--- config.mk ---
export PLATFORM = sky130hd
export DESIGN_NAME = absdiff_serial_ctrl
export DESIGN_NICKNAME = d
export VERILOG_FILES = /design/src/rtl/absdiff_serial_ctrl.sv
export SDC_FILE = /design/constraint.sdc
export NUM_CORES = 1
export LEC_CHECK = 0
export ABC_AREA = 1
export CAP_MARGIN = 20
export CORE_UTILIZATION = 60
export CTS_BUF_LIST = sky130_fd_sc_hd__clkbuf_16
export DETAILED_ROUTE_END_ITERATION = 10
export DONT_BUFFER_PORTS = 1
export PLACE_DENSITY = 0.76
export SYNTH_ARGS = -nofsm -noshare
export SYNTH_HDL_FRONTEND = slang
export SYNTH_SLANG_ARGS = --single-unit
--- constraint.sdc ---
create_clock -name clk -period 3.5 [get_ports clk]
set_input_delay 0.7 -clock clk [delete_from_list [all_inputs] [get_ports clk]]
set_output_delay 0.7 -clock clk [all_outputs]
set_load 0.005 [all_outputs]
--- src/rtl/absdiff_serial_ctrl.sv ---
// ---------------------------------------------------------------------------
// absdiff_serial_ctrl
//
// Bit-serial absolute-difference unit. One shared 1-bit greater-than slice is
// stepped MSB-first over a latched operand pair (stopping at the first
// differing bit). One 1-bit subtractor slice is then stepped LSB-first, with
// the larger operand as minuend. |A-B| and the A>B flag are returned over a
// val/rdy handshake.
//
// Handshake: a transfer happens on a rising clk edge where both val and rdy
// are 1. in_rdy and out_val are decoded from the FSM state only, so neither
// depends combinationally on any input. out/out_gt are held stable while
// out_val=1.
//
// Ports
//   clk         in   1      rising-edge clock
//   rst         in   1      asynchronous, active-low reset
//   in_val      in   1      operand pair valid
//   in_rdy      out  1      unit idle, can accept an operand pair
//   in0         in   nbits  operand A, sampled on accept
//   in1         in   nbits  operand B, sampled on accept
//   out_val     out  1      result valid
//   out_rdy     in   1      consumer accepts result
//   out         out  nbits  |A-B|
//   out_gt      out  1      1 iff A>B (unsigned)
//   o_dbg_state out  2      current FSM state (IDLE=0, CMP=1, SUB=2, DONE=3)
// ---------------------------------------------------------------------------
module absdiff_serial_ctrl #(
    parameter int nbits = 8
) (
    input  logic             clk,
    input  logic             rst,
    input  logic             in_val,
    output logic             in_rdy,
    input  logic [nbits-1:0] in0,
    input  logic [nbits-1:0] in1,
    output logic             out_val,
    input  logic             out_rdy,
    output logic [nbits-1:0] out,
    output logic             out_gt,
    output logic [1:0]       o_dbg_state
);

    localparam int IW = $clog2(nbits);
    localparam logic [IW-1:0] LAST = IW'(nbits - 1);

    typedef enum logic [1:0] {
        IDLE = 2'd0,
        CMP  = 2'd1,
        SUB  = 2'd2,
        DONE = 2'd3
    } state_t;

    state_t           r_state;
    state_t           w_state_n;

    logic [nbits-1:0] r_a;
    logic [nbits-1:0] r_b;
    logic [nbits-1:0] r_res;
    logic [IW-1:0]    r_idx;
    logic             r_decided;
    logic             r_gt;
    logic             r_borrow;
    logic [nbits-1:0] r_out;
    logic             r_out_gt;

    // Shared slice inputs: the current bit of each operand.
    logic             w_a;
    logic             w_b;
    // Comparator slice.
    logic             w_dout;
    logic             w_gt_n;
    logic             w_cmp_done;
    // Subtractor slice.
    logic             w_x;
    logic             w_y;
    logic             w_diff;
    logic             w_borrow_n;
    logic [nbits-1:0] w_res_n;
    logic             w_sub_last;

    assign w_a = r_a[r_idx];
    assign w_b = r_b[r_idx];

    // din is the "already decided" flag; once a differing bit is seen the
    // lower bits cannot change the verdict.
    assign w_dout     = r_decided | (w_a ^ w_b);
    assign w_gt_n     = r_gt | (~r_decided & w_a & ~w_b);
    assign w_cmp_done = w_dout | (r_idx == '0);

    // Larger operand is the minuend, so the final borrow is always zero.
    assign w_x        = r_gt ? w_a : w_b;
    assign w_y        = r_gt ? w_b : w_a;
    assign w_diff     = w_x ^ w_y ^ r_borrow;
    assign w_borrow_n = (~w_x & w_y) | (~(w_x ^ w_y) & r_borrow);
    assign w_sub_last = (r_idx == LAST);

    always_comb begin
        w_res_n        = r_res;
        w_res_n[r_idx] = w_diff;
    end

    // ---------------- FSM: state register ----------------
    always_ff @(posedge clk or negedge rst) begin
        if (!rst) begin
            r_state <= IDLE;
        end else begin
            r_state <= w_state_n;
        end
    end

    // ---------------- FSM: next state ----------------
    always_comb begin
        w_state_n = r_state;
        case (r_state)
            IDLE: if (in_val)     w_state_n = CMP;
            CMP:  if (w_cmp_done) w_state_n = SUB;
            SUB:  if (w_sub_last) w_state_n = DONE;
            DONE: if (out_rdy)    w_state_n = IDLE;
            default:              w_state_n = IDLE;
        endcase
    end

    // ---------------- Datapath ----------------
    always_ff @(posedge clk or negedge rst) begin
        if (!rst) begin
            r_a       <= '0;
            r_b       <= '0;
            r_res     <= '0;
            r_idx     <= '0;
            r_decided <= 1'b0;
            r_gt      <= 1'b0;
            r_borrow  <= 1'b0;
            r_out     <= '0;
            r_out_gt  <= 1'b0;
        end else begin
            case (r_state)
                IDLE: begin
                    if (in_val) begin
                        r_a       <= in0;
                        r_b       <= in1;
                        r_idx     <= LAST;
                        r_decided <= 1'b0;
                        r_gt      <= 1'b0;
                    end
                end
                CMP: begin
                    r_decided <= w_dout;
                    r_gt      <= w_gt_n;
                    if (w_cmp_done) begin
                        r_idx    <= '0;
                        r_borrow <= 1'b0;
                    end else begin
                        r_idx <= r_idx - 1'b1;
                    end
                end
                SUB: begin
                    r_res    <= w_res_n;
                    r_borrow <= w_borrow_n;
                    if (w_sub_last) begin
                        // Capture the finished result so out/out_gt stay
                        // frozen until the next transaction completes.
                        r_out    <= w_res_n;
                        r_out_gt <= r_gt;
                        r_idx    <= '0;
                    end else begin
                        r_idx <= r_idx + 1'b1;
                    end
                end
                default: ;
            endcase
        end
    end

    assign in_rdy      = (r_state == IDLE);
    assign out_val     = (r_state == DONE);
    assign out         = r_out;
    assign out_gt      = r_out_gt;
    assign o_dbg_state = r_state;

endmodule
==> results of run 1 <==
==> final cells by class <==
| class | count | area share |
|---|---|---|
| inverter | 24 | 0.0392 |
| clock buffer | 5 | 0.0544 |
| multi-input combinational | 206 | 0.430 |
| clock inverter | 1 | 0.00218 |
| sequential | 41 | 0.446 |
| tap | 46 | 0.0250 |
| timing repair buffer | 1 | 0.00326 |
==> registers in the layout, summed over array words and instances (netlist names) <==
name	cells
o_dbg_state	2
r_a	8
r_idx	3
r_borrow	1
r_b	8
out_gt	1
r_gt	1
r_decided	1
out	8
r_res	8
==> worst max-delay path: stages (launching register included) <==
cell and delay, ps:
dfrtp_1 660, inv_2 240, nand3_1 140, nand2_1 80
clkinv_1 50, nand2_1 50, nor2_2 140, o21ai_0 120
fa_1 640, nor2_1 90, a21oi_1 170, o21ai_0 90
==> worst paths after layout <==
check / start / end / slack [ps]
max in group asynchronous: rst / r_idx[2]$_DFFE_PN0P_ / 3310
worst min-delay path: rst / out[6]$_DFFE_PN0P_ / 110
worst max register to register: r_idx[0]$_DFFE_PN0P_ / out[6]$_DFFE_PN0P_ / 880
worst max-delay path: r_idx[0]$_DFFE_PN0P_ / out[6]$_DFFE_PN0P_ / 880
worst min register to register: r_b[6]$_DFFE_PN0P_ / r_b[6]$_DFFE_PN0P_ / 480
min in group clk: r_b[6]$_DFFE_PN0P_ / r_b[6]$_DFFE_PN0P_ / 480
==> through the flow <==
step	utilization	instance area (sq um)	power [uW]
2_1_floorplan	-	2150	1740
3_3_place_gp	0.640	2170	1910
4_1_cts	0.679	2300	2370
6_report	0.679	2300	2350
3_5_place_dp	0.640	2170	1940
5_1_grt	0.679	2300	2610
==> power breakdown <==
| group | internal, uW | total (uW) | switching, uW |
|---|---|---|---|
| registers | 677 | 865 | 188 |
| clock network | 254 | 417 | 163 |
| logic | 384 | 1070 | 683 |
==> logic make-up (layout without fill, tap and decap cells) <==
family          after synthesis  in the layout  share of synthesized area
flops                        41             41                      0.476
fa+ha+maj                    10             10                     0.0616
compound gates               40             40                     0.0958
buf+inv                      33             31                     0.0645
xor+xnor                      1              1                    0.00407
simple gates                155            155                      0.298
==> cells in the final DEF (no fill, tap or decap) <==
| master | instances |
|---|---|
| inv_2 | 4 |
| nand2_1 | 109 |
| clkbuf_16 | 5 |
| buf_4 | 1 |
| clkinv_2 | 1 |
| fa_1 | 1 |
| nand3_2 | 2 |
| o21ai_1 | 4 |
| a21oi_1 | 12 |
| nor2_2 | 4 |
| xor2_1 | 1 |
| ha_1 | 9 |
| nand4_1 | 5 |
| nand3_1 | 12 |
| nor2_1 | 19 |
| nand2_2 | 3 |
| inv_1 | 18 |
| o21ai_0 | 22 |
| or2_2 | 1 |
| a22oi_1 | 1 |
| a21oi_2 | 1 |
| clkinv_1 | 2 |
| dfrtp_1 | 41 |
==> metal layers <==
layer	track usage	wire length, um	share of wire	up-vias
met1	0.311	1870	0.48	773
met5	0	0	0	-
met3	0.0663	205	0.053	7
li1	-	-	-	875
met4	0.0857	59	0.015	0
met2	0.399	1760	0.45	50
==> summary.txt, run 1 <==
Cells and area
  – Fill cell count: 294
  – N_diodes: 0
  – Layout area overhead: 6.79%
  – Post-Layout Cell Count: 324
  – Net count, final: 309
  – Area taken by multi-input logic gates: 990 sq um
  – Layout cells sized above 1: 0.0791
  – Reg area: 1030 sq um

Die
  – Die ar.: 3830 sq um
  – Initial Util: 0.636
  – Io pins: 33
  – Core Footprint: 3390 sq um
  – Placement Rows: 21
  – Die Span Y: 61.9 um
  – Die width: 61.9 um

Routing
  – DR vias/cell: 5.26
  – Average wire per standard cell: 12.0 um
  – Routed via count: 1705
  – DRC viols: 0
  – Final WL: 3900 um
  – Initial DRC Count: 98
  – DR pass1 iterations: 4
  – Remaining antenna violation count: 0

Placement
  – RD Place Congestion: 0.871
  – Count of buffers from port buffering: 0
  – DP Cell Count: 318
  – Hpwl dp: 2780 um
  – Setup WS pre-CTS: 905 ps

Critical path
  – Arrival time of the worst setup path: 2760 ps
  – Critical path fanouts, max: 16
  – CP startpoint kind: register
  – Crit end category: register
  – Worst path required time: 3640 ps
  – R2R depth: 11
  – Setup CP Type: register to register

STA
  – Hold slack: 113 ps
  – Crit share post-route: 0.747
  – Final TNS setup: 0 ps
  – Final Hold Vio Count: 0
  – Worst clock skew: 2.23 ps
  – Max Clk Rate: 382 MHz
  – Final worst path period need: 2620 ps
  – Final setup violation count: 0
  – Max-slew violations: 0
  – Final Worst Setup Slack: 885 ps
  – Relative slew margins: 0.655
  – RSZ-0062 raised after global routing: no
  – Worst-Margin Slew: 518 ps

Synth
  – Synthesized Nets: 310
  – Ys flop type: dfrtp_1
  – Post-synth EDFFs: 0
  – Yosys cell types: 24
  – Top cell type's share of synthesized area: 0.476
  – Synthesized flop and latch total: 41
  – Count leader, synth: nand2_1
  – Top post-synthesis cells by area: dfrtp_1, nand2_1, ha_1
  – Yosys warnings: 0
  – Fraction of registers with async set/reset: 1.00
  – Mapped Area: 2150 sq um
  – Mapped Cells: 280
  – Largest area contributor in the netlist: dfrtp_1
  – Commonest cells in the synthesized netlist: nand2_1, dfrtp_1, o21ai_0
  – Avg Cell Area, Syn: 7.69 sq um
  – Seq/Total Area, Yosys: 0.476

Power
  – Pwr dens: 1020 nW/um^2
  – LEAKAGE: 0.00120 uW
  – Maximum VDD drop: 0.743 mV

Global route
  – Number of global-route vias before repair: 1533
  – Gr ovfl total: 0
  – Antenna violations before repair: 0
  – Largest net degree at the start of global routing: 42
  – GRT Overall Usage: 0.243
  – First-pass GRT wire length: 6640 um

Clocking
  – CTS clk-pin slew, worst paths: 50 ps
  – CTS tree: done
  – Num CTS Buffers: 5
  – Clock latency on the worst-skew pair: 280 ps
  – Setup Fix Bufs, Post-CTS: 0
  – CTS max path bufs: 2
  – Clk sinks: 41
  – Max H-tree Level: 2
  – Gates resized, CTS repair: 0
  – Clock root buffer master: clkbuf_16
  – Hold Buf Count CTS: 0

Hold path
  – Hold Crit Class: input pin to async pin

Job
  – Max-cap violations: 0

Status
  – Outcome: complete, no violations
(Power assumes the default switching activity.)
==> run 2: changes to the inputs <==
==> constraint.sdc (replaced) <==
create_clock -name clk -period 2.7 [get_ports clk]
set_input_delay 0.54 -clock clk [delete_from_list [all_inputs] [get_ports clk]]
set_output_delay 0.54 -clock clk [all_outputs]
set_load 0.005 [all_outputs]
==> summary.txt, run 2 (synthesized netlist as in run 1, its figures left out) <==
STA
  – Final Hold Vio Count: 0 (unchanged)
  – Worst clock skew: 3.05 ps (was 2.23 ps)
  – Crit share post-route: 0.902 (was 0.747)
  – Hold slack: 101 ps (was 113 ps)
  – Worst-Margin Slew: 499 ps (was 518 ps)
  – Max-slew violations: 0 (unchanged)
  – Relative slew margins: 0.667 (was 0.655)
  – Final setup violation count: 0 (unchanged)
  – Max Clk Rate: 411 MHz (was 382 MHz)
  – Final TNS setup: 0 ps (unchanged)
  – Final worst path period need: 2430 ps (was 2620 ps)
  – RSZ-0062 raised after global routing: no (unchanged)

Routing
  – Remaining antenna violation count: 0 (unchanged)
  – DRC viols: 0 (unchanged)
  – DR vias/cell: 5.12 (was 5.26)
  – Average wire per standard cell: 12.3 um (was 12.0 um)
  – Final WL: 4050 um (was 3900 um)
  – Routed via count: 1685 (was 1705)
  – Initial DRC Count: 110 (was 98)
  – DR pass1 iterations: 4 (unchanged)

Critical path
  – Reg-to-reg slack, setup: 270 ps (was 880 ps)
  – Critical path destination: r_res[4]$_DFFE_PN0P_ (was out[6]$_DFFE_PN0P_)
  – Sequence of cells on the critical path: nor2_2, nand3_1, nand2_1, clkinv_1, nand2_1, nor2_2, nand2_1, o21ai_0, fa_2, nor2_1, a21oi_1, o21ai_0 (was inv_2, nand3_1, nand2_1, clkinv_1, nand2_1, nor2_2, o21ai_0, fa_1, nor2_1, a21oi_1, o21ai_0)
  – Worst path required time: 2830 ps (was 3640 ps)
  – R2R Path End: r_res[4]$_DFFE_PN0P_ (was out[6]$_DFFE_PN0P_)
  – Critical path fanouts, max: 12 (was 16)
  – CP startpoint kind: register (unchanged)
  – CP top delay family: simple AND/OR/NAND/NOR gates (was flip-flops)
  – Worst path buffer plus inverter count: 1 (was 2)
  – Crit end category: register (unchanged)
  – Max incr delay on CP: 650 ps (was 660 ps)
  – Cell count along the critical path: 12 (was 11)
  – Top cell by count, worst path: nand2_1
  – Critical Path Start: r_idx[2]$_DFFE_PN0P_ (was r_idx[0]$_DFFE_PN0P_)
  – CP max stage cell: fa_2 (was dfrtp_1)
  – R2R depth: 12 (was 11)
  – Arrival time of the worst setup path: 2570 ps (was 2760 ps)
  – Setup CP Type: register to register (unchanged)
  – RR Startpoint: r_idx[2]$_DFFE_PN0P_ (was r_idx[0]$_DFFE_PN0P_)

Clocking
  – CTS max path bufs: 2 (unchanged)
  – CTS clk-pin slew, worst paths: 60 ps (was 50 ps)
  – Clock root buffer master: clkbuf_16 (unchanged)
  – Clk sinks: 41 (unchanged)
  – Num CTS Buffers: 5 (unchanged)
  – Clock latency on the worst-skew pair: 280 ps (about the same)
  – CTS tree: done (unchanged)
  – Max H-tree Level: 2 (unchanged)
  – Setup Fix Bufs, Post-CTS: 0 (unchanged)

Cells and area
  – Layout area overhead: 9.29% (was 6.79%)
  – Most frequent cells in the layout: nand2_1, dfrtp_1, o21ai_0 (unchanged)
  – Net count, final: 312 (was 309)
  – Layout cells sized above 1: 0.106 (was 0.0791)
  – Commonest non-fill, non-tap cell in the layout: nand2_1 (unchanged)
  – N_diodes: 0 (unchanged)
  – Fill cell count: 298 (was 294)

Hold path
  – Hold Crit Class: input pin to async pin (unchanged)

Global route
  – Gr ovfl total: 0 (unchanged)
  – First-pass GRT wire length: 6690 um (was 6640 um)
  – Antenna violations before repair: 0 (unchanged)
  – GRT Overall Usage: 0.241 (was 0.243)
  – Number of global-route vias before repair: 1526 (was 1533)
  – Largest net degree at the start of global routing: 42 (unchanged)

Die
  – Die Span Y: 61.9 um (unchanged)
  – Initial Util: 0.636 (unchanged)
  – Core Footprint: 3390 sq um (unchanged)
  – Die ar.: 3830 sq um (unchanged)
  – Die width: 61.9 um (unchanged)
  – Io pins: 33 (unchanged)
  – Placement Rows: 21 (unchanged)

Job
  – Max-cap violations: 0 (unchanged)

Status
  – Outcome: complete, no violations (unchanged)

Power
  – Seq pwr share: 0.350 (was 0.368)
  – Pwr dens: 1340 nW/um^2 (was 1020 nW/um^2)
  – Sw frac: 0.445 (was 0.440)
  – Part of the power in combinational logic: 0.471 (was 0.454)
  – Int Pwr: 1750 uW (was 1310 uW)
  – LEAKAGE: 0.00122 uW (was 0.00120 uW)
  – Maximum VDD drop: 0.693 mV (was 0.743 mV)
  – Switching pwr: 1400 uW (was 1030 uW)
  – Clock power frac: 0.179 (was 0.178)

Placement
  – Hpwl dp: 2870 um (was 2780 um)
  – RD Place Congestion: 0.858 (was 0.871)
  – Count of buffers from port buffering: 0 (unchanged)
[run 2: worst reg2reg max path, delay by kind of cell, from the launching register on]
kind            cells  cell delay (ps)
fa+ha+maj           1              650
flops               1              530
compound gates      3              400
simple gates        7              650
buf+inv             1               60
[run 2: worst min path at each step]
stage / to / slack [ps] / cells after the start
after floorplan: o_dbg_state[0]$_DFFE_PN0P_ / 240 / 0
after global placement: out[6]$_DFFE_PN0P_ / 250 / 0
after detailed placement: out[6]$_DFFE_PN0P_ / 250 / 0
after CTS: out[6]$_DFFE_PN0P_ / 110 / 1
after global routing: out[7]$_DFFE_PN0P_ / 120 / 1
final: out[3]$_DFFE_PN0P_ / 100 / 1
[run 2: area by class of cell]
cell class	instances	area, sq um	share of cell area
multi-input cells	206	995	0.422
inverters	24	90.1	0.0383
clock buffers	5	125	0.0531
clock inverters	3	17.5	0.00744
well taps	46	57.6	0.0244
repair buffers	4	42.5	0.0181
flip-flops and latches	41	1030	0.436
[run 2: power groups by stage]
stage / logic, uW / clock network [uW] / registers, uW
6_report: 1490 / 565 / 1100
5_1_grt: 1720 / 598 / 1150
4_1_cts: 1470 / 573 / 1100
3_5_place_dp: 1440 / 0 / 1100
3_3_place_gp: 1410 / 0 / 1100
2_1_floorplan: 1230 / 0 / 1030
[run 2: what timing repair did]
item / in CTS / in global routing
gates resized for setup: 0 / 3
endpoints found under the setup margin: 0 / 16
hold buffers: 1 / 0
endpoints found under the hold margin: 41 / 0
[run 2: metal layers]
metal,track usage,wire (um),vias to the layer above
met5,0,0,-
met3,0.0476,149,5
li1,-,-,885
met1,0.331,1980,763
met4,0.0698,53,0
met2,0.390,1860,32
[run 2: per-stage QoR]
stage / cells / area (sq um) / util / worst slack [ps] / power (uW)
after floorplan: 280 / 2150 / - / 554 / 2260
after global placement: 320 / 2190 / 0.645 / 294 / 2510
after detailed placement: 320 / 2190 / 0.645 / 192 / 2550
after CTS: 329 / 2350 / 0.693 / 172 / 3140
after global routing: 329 / 2350 / 0.695 / 21.2 / 3470
final: 329 / 2350 / 0.695 / 266 / 3150
==> run 3: changes to the inputs <==
--- a/config.mk
+++ b/config.mk
@@ -7,11 +7,11 @@
 export LEC_CHECK = 0
 export ABC_AREA = 1
 export CAP_MARGIN = 20
-export CORE_UTILIZATION = 60
+export CORE_UTILIZATION = 30
 export CTS_BUF_LIST = sky130_fd_sc_hd__clkbuf_16
 export DETAILED_ROUTE_END_ITERATION = 10
 export DONT_BUFFER_PORTS = 1
-export PLACE_DENSITY = 0.76
+export PLACE_DENSITY = 0.44
 export SYNTH_ARGS = -nofsm -noshare
 export SYNTH_HDL_FRONTEND = slang
 export SYNTH_SLANG_ARGS = --single-unit
==> summary.txt, run 3 (synthesized netlist as in run 1, its figures left out) <==
Status
  – Outcome: complete, no violations (unchanged)

Placement
  – Setup WS pre-CTS: 227 ps (was 192 ps)
  – DP Cell Count: 372 (was 320)
  – DP Area: 2260 sq um (was 2190 sq um)
  – Hpwl dp: 3450 um (was 2870 um)
  – RD Place Congestion: 0.802 (was 0.858)
  – Count of buffers from port buffering: 0 (unchanged)

STA
  – Final TNS setup: 0 ps (unchanged)
  – Hold slack: 103 ps (was 101 ps)
  – Max-slew violations: 0 (unchanged)
  – Final Worst Setup Slack: 281 ps (was 266 ps)
  – RSZ-0062 raised after global routing: no (unchanged)
  – Final setup violation count: 0 (unchanged)
  – Crit share post-route: 0.896 (was 0.902)
  – Final worst path period need: 2420 ps (was 2430 ps)
  – Worst-Margin Slew: 509 ps (was 499 ps)
  – Max Clk Rate: 413 MHz (was 411 MHz)
  – Relative slew margins: 0.659 (was 0.667)
  – Final Hold Vio Count: 0 (unchanged)
  – Worst clock skew: 5.70 ps (was 3.05 ps)

Clocking
  – Clk sinks: 41 (unchanged)
  – Clock latency on the worst-skew pair: 280 ps (about the same)
  – CTS max path bufs: 2 (unchanged)
  – CTS tree: done (unchanged)
  – CTS clk-pin slew, worst paths: 60 ps (about the same)
  – Clock root buffer master: clkbuf_16 (unchanged)
  – Max H-tree Level: 2 (unchanged)
  – Num CTS Buffers: 5 (unchanged)

Routing
  – DR pass1 iterations: 4 (unchanged)
  – Routed via count: 1728 (was 1685)
  – Final WL: 4790 um (was 4050 um)
  – Remaining antenna violation count: 0 (unchanged)
  – Average wire per standard cell: 12.6 um (was 12.3 um)
  – Initial DRC Count: 85 (was 110)
  – DR vias/cell: 4.54 (was 5.12)
  – DRC viols: 0 (unchanged)

Critical path
  – CP startpoint kind: register (unchanged)
  – R2R depth: 12 (unchanged)
  – Worst path required time: 2840 ps (was 2830 ps)
  – RR Startpoint: r_idx[1]$_DFFE_PN0P_ (was r_idx[2]$_DFFE_PN0P_)
  – Crit end category: register (unchanged)
  – Reg-to-reg slack, setup: 280 ps (was 270 ps)
  – R2R Path End: r_res[1]$_DFFE_PN0P_ (was r_res[4]$_DFFE_PN0P_)
  – CP max stage cell: fa_2 (unchanged)
  – Setup CP Type: register to register (unchanged)
  – Critical path fanouts, max: 9 (was 12)
  – Max incr delay on CP: 660 ps (was 650 ps)
  – Arrival time of the worst setup path: 2560 ps (was 2570 ps)
  – Sequence of cells on the critical path: inv_1, nand2_1, nor2_2, nand2_2, nand3_1, nor2_2, nand2_1, o21ai_0, fa_2, nor2_1, a21oi_1, o21ai_0 (was nor2_2, nand3_1, nand2_1, clkinv_1, nand2_1, nor2_2, nand2_1, o21ai_0, fa_2, nor2_1, a21oi_1, o21ai_0)

Global route
  – Number of global-route vias before repair: 1725 (was 1526)
  – Global routing met3 resource utilization: 0.0352 (was 0.0476)
  – GRT Overall Usage: 0.143 (was 0.241)
  – Largest net degree at the start of global routing: 42 (unchanged)
  – Gr ovfl total: 0 (unchanged)
  – First-pass GRT wire length: 8190 um (was 6690 um)
  – GR Layer Usage met1: 0.185 (was 0.331)
  – Antenna violations before repair: 0 (unchanged)
  – Grt met2 use: 0.235 (was 0.390)
  – GR peak layer: met2 (unchanged)

Die
  – Placement Rows: 30 (was 21)
  – Die width: 86.7 um (was 61.9 um)
  – Core Footprint: 6870 sq um (was 3390 sq um)
  – Io pins: 33 (unchanged)
  – Die Span Y: 86.7 um (was 61.9 um)
  – Initial Util: 0.314 (was 0.636)
  – Die ar.: 7520 sq um (was 3830 sq um)

Cells and area
  – N_diodes: 0 (unchanged)
  – Fill cell count: 754 (was 298)
  – Layout area overhead: 12.8% (was 9.29%)
  – Net count, final: 314 (was 312)
  – Layout cells sized above 1: 0.109 (was 0.106)
  – Post-Layout Cell Count: 381 (was 329)
  – Post-route cell area: 2430 sq um (was 2350 sq um)
  – Most frequent cells in the layout: nand2_1, dfrtp_1, o21ai_0 (unchanged)
  – Commonest non-fill, non-tap cell in the layout: nand2_1 (unchanged)

Power
  – LEAKAGE: 0.00123 uW (was 0.00122 uW)
  – Maximum VDD drop: 0.359 mV (was 0.693 mV)
  – Pwr dens: 1320 nW/um^2 (was 1340 nW/um^2)

Hold path
  – Hold Crit Class: input pin to async pin (unchanged)

Job
  – Max-cap violations: 0 (unchanged)
run 3: changes by cell type in the layout (fill, tap and decap cells not counted):
cell,previous run,this run
buf_4,3,5
dfrtp_2,1,0
dfrtp_1,40,41
run 3: worst max path at each step:
stage	from	to
finish	r_idx[1]$_DFFE_PN0P_	r_res[1]$_DFFE_PN0P_
detailed placement	r_idx[2]$_DFFE_PN0P_	out[0]$_DFFE_PN0P_
floorplan	r_idx[0]$_DFFE_PN0P_	r_res[6]$_DFFE_PN0P_
CTS	r_idx[2]$_DFFE_PN0P_	out[0]$_DFFE_PN0P_
global placement	r_idx[1]$_DFFE_PN0P_	r_res[0]$_DFFE_PN0P_
global route	r_idx[1]$_DFFE_PN0P_	r_res[1]$_DFFE_PN0P_
run 3: cell type report:
class | instances | area, sq um | share of cell area
Clock buffer | 5 | 125 | 0.0515
Clock inverter | 3 | 17.5 | 0.00721
Inverter | 24 | 90.1 | 0.0371
Multi-Input combinational cell | 206 | 995 | 0.409
Sequential cell | 41 | 1030 | 0.422
Tap cell | 96 | 120 | 0.0494
Timing Repair Buffer | 6 | 57.6 | 0.0237
run 3: where the power goes:
part,switching [uW],leakage [uW],internal (uW)
clock,243,0.0000696,339
combinational,1000,0.000637,551
sequential,198,0.000522,878
run 3: repair_timing:
action                                  4_1_cts  5_1_grt
hold endpoints to repair                     41        0
gates resized for setup                       0        2
endpoints found under the setup margin        0       14
buffers inserted                              0        0
hold buffers                                  1        0
run 3: worst max-delay path, delay by kind of cell, from the launching register on:
kind	cells	cell delay, ps
buffers and inverters	1	210
adders and majority gates	1	660
AOI/OAI and AO/OA	3	390
and+or+nand+nor	7	560
DFF	1	460
run 3: metrics by stage:
| stage | power (uW) | utilization |
|---|---|---|
| 2_1_floorplan | 2260 | - |
| 3_3_place_gp | 2620 | 0.330 |
| 3_5_place_dp | 2630 | 0.330 |
| 4_1_cts | 3250 | 0.353 |
| 5_1_grt | 3550 | 0.354 |
| 6_report | 3210 | 0.354 |
run 3: layer usage:
metal	share of wire	vias to the layer above
li1	-	889
met5	0	-
met4	0.013	0
met3	0.033	5
met2	0.46	29
met1	0.50	805
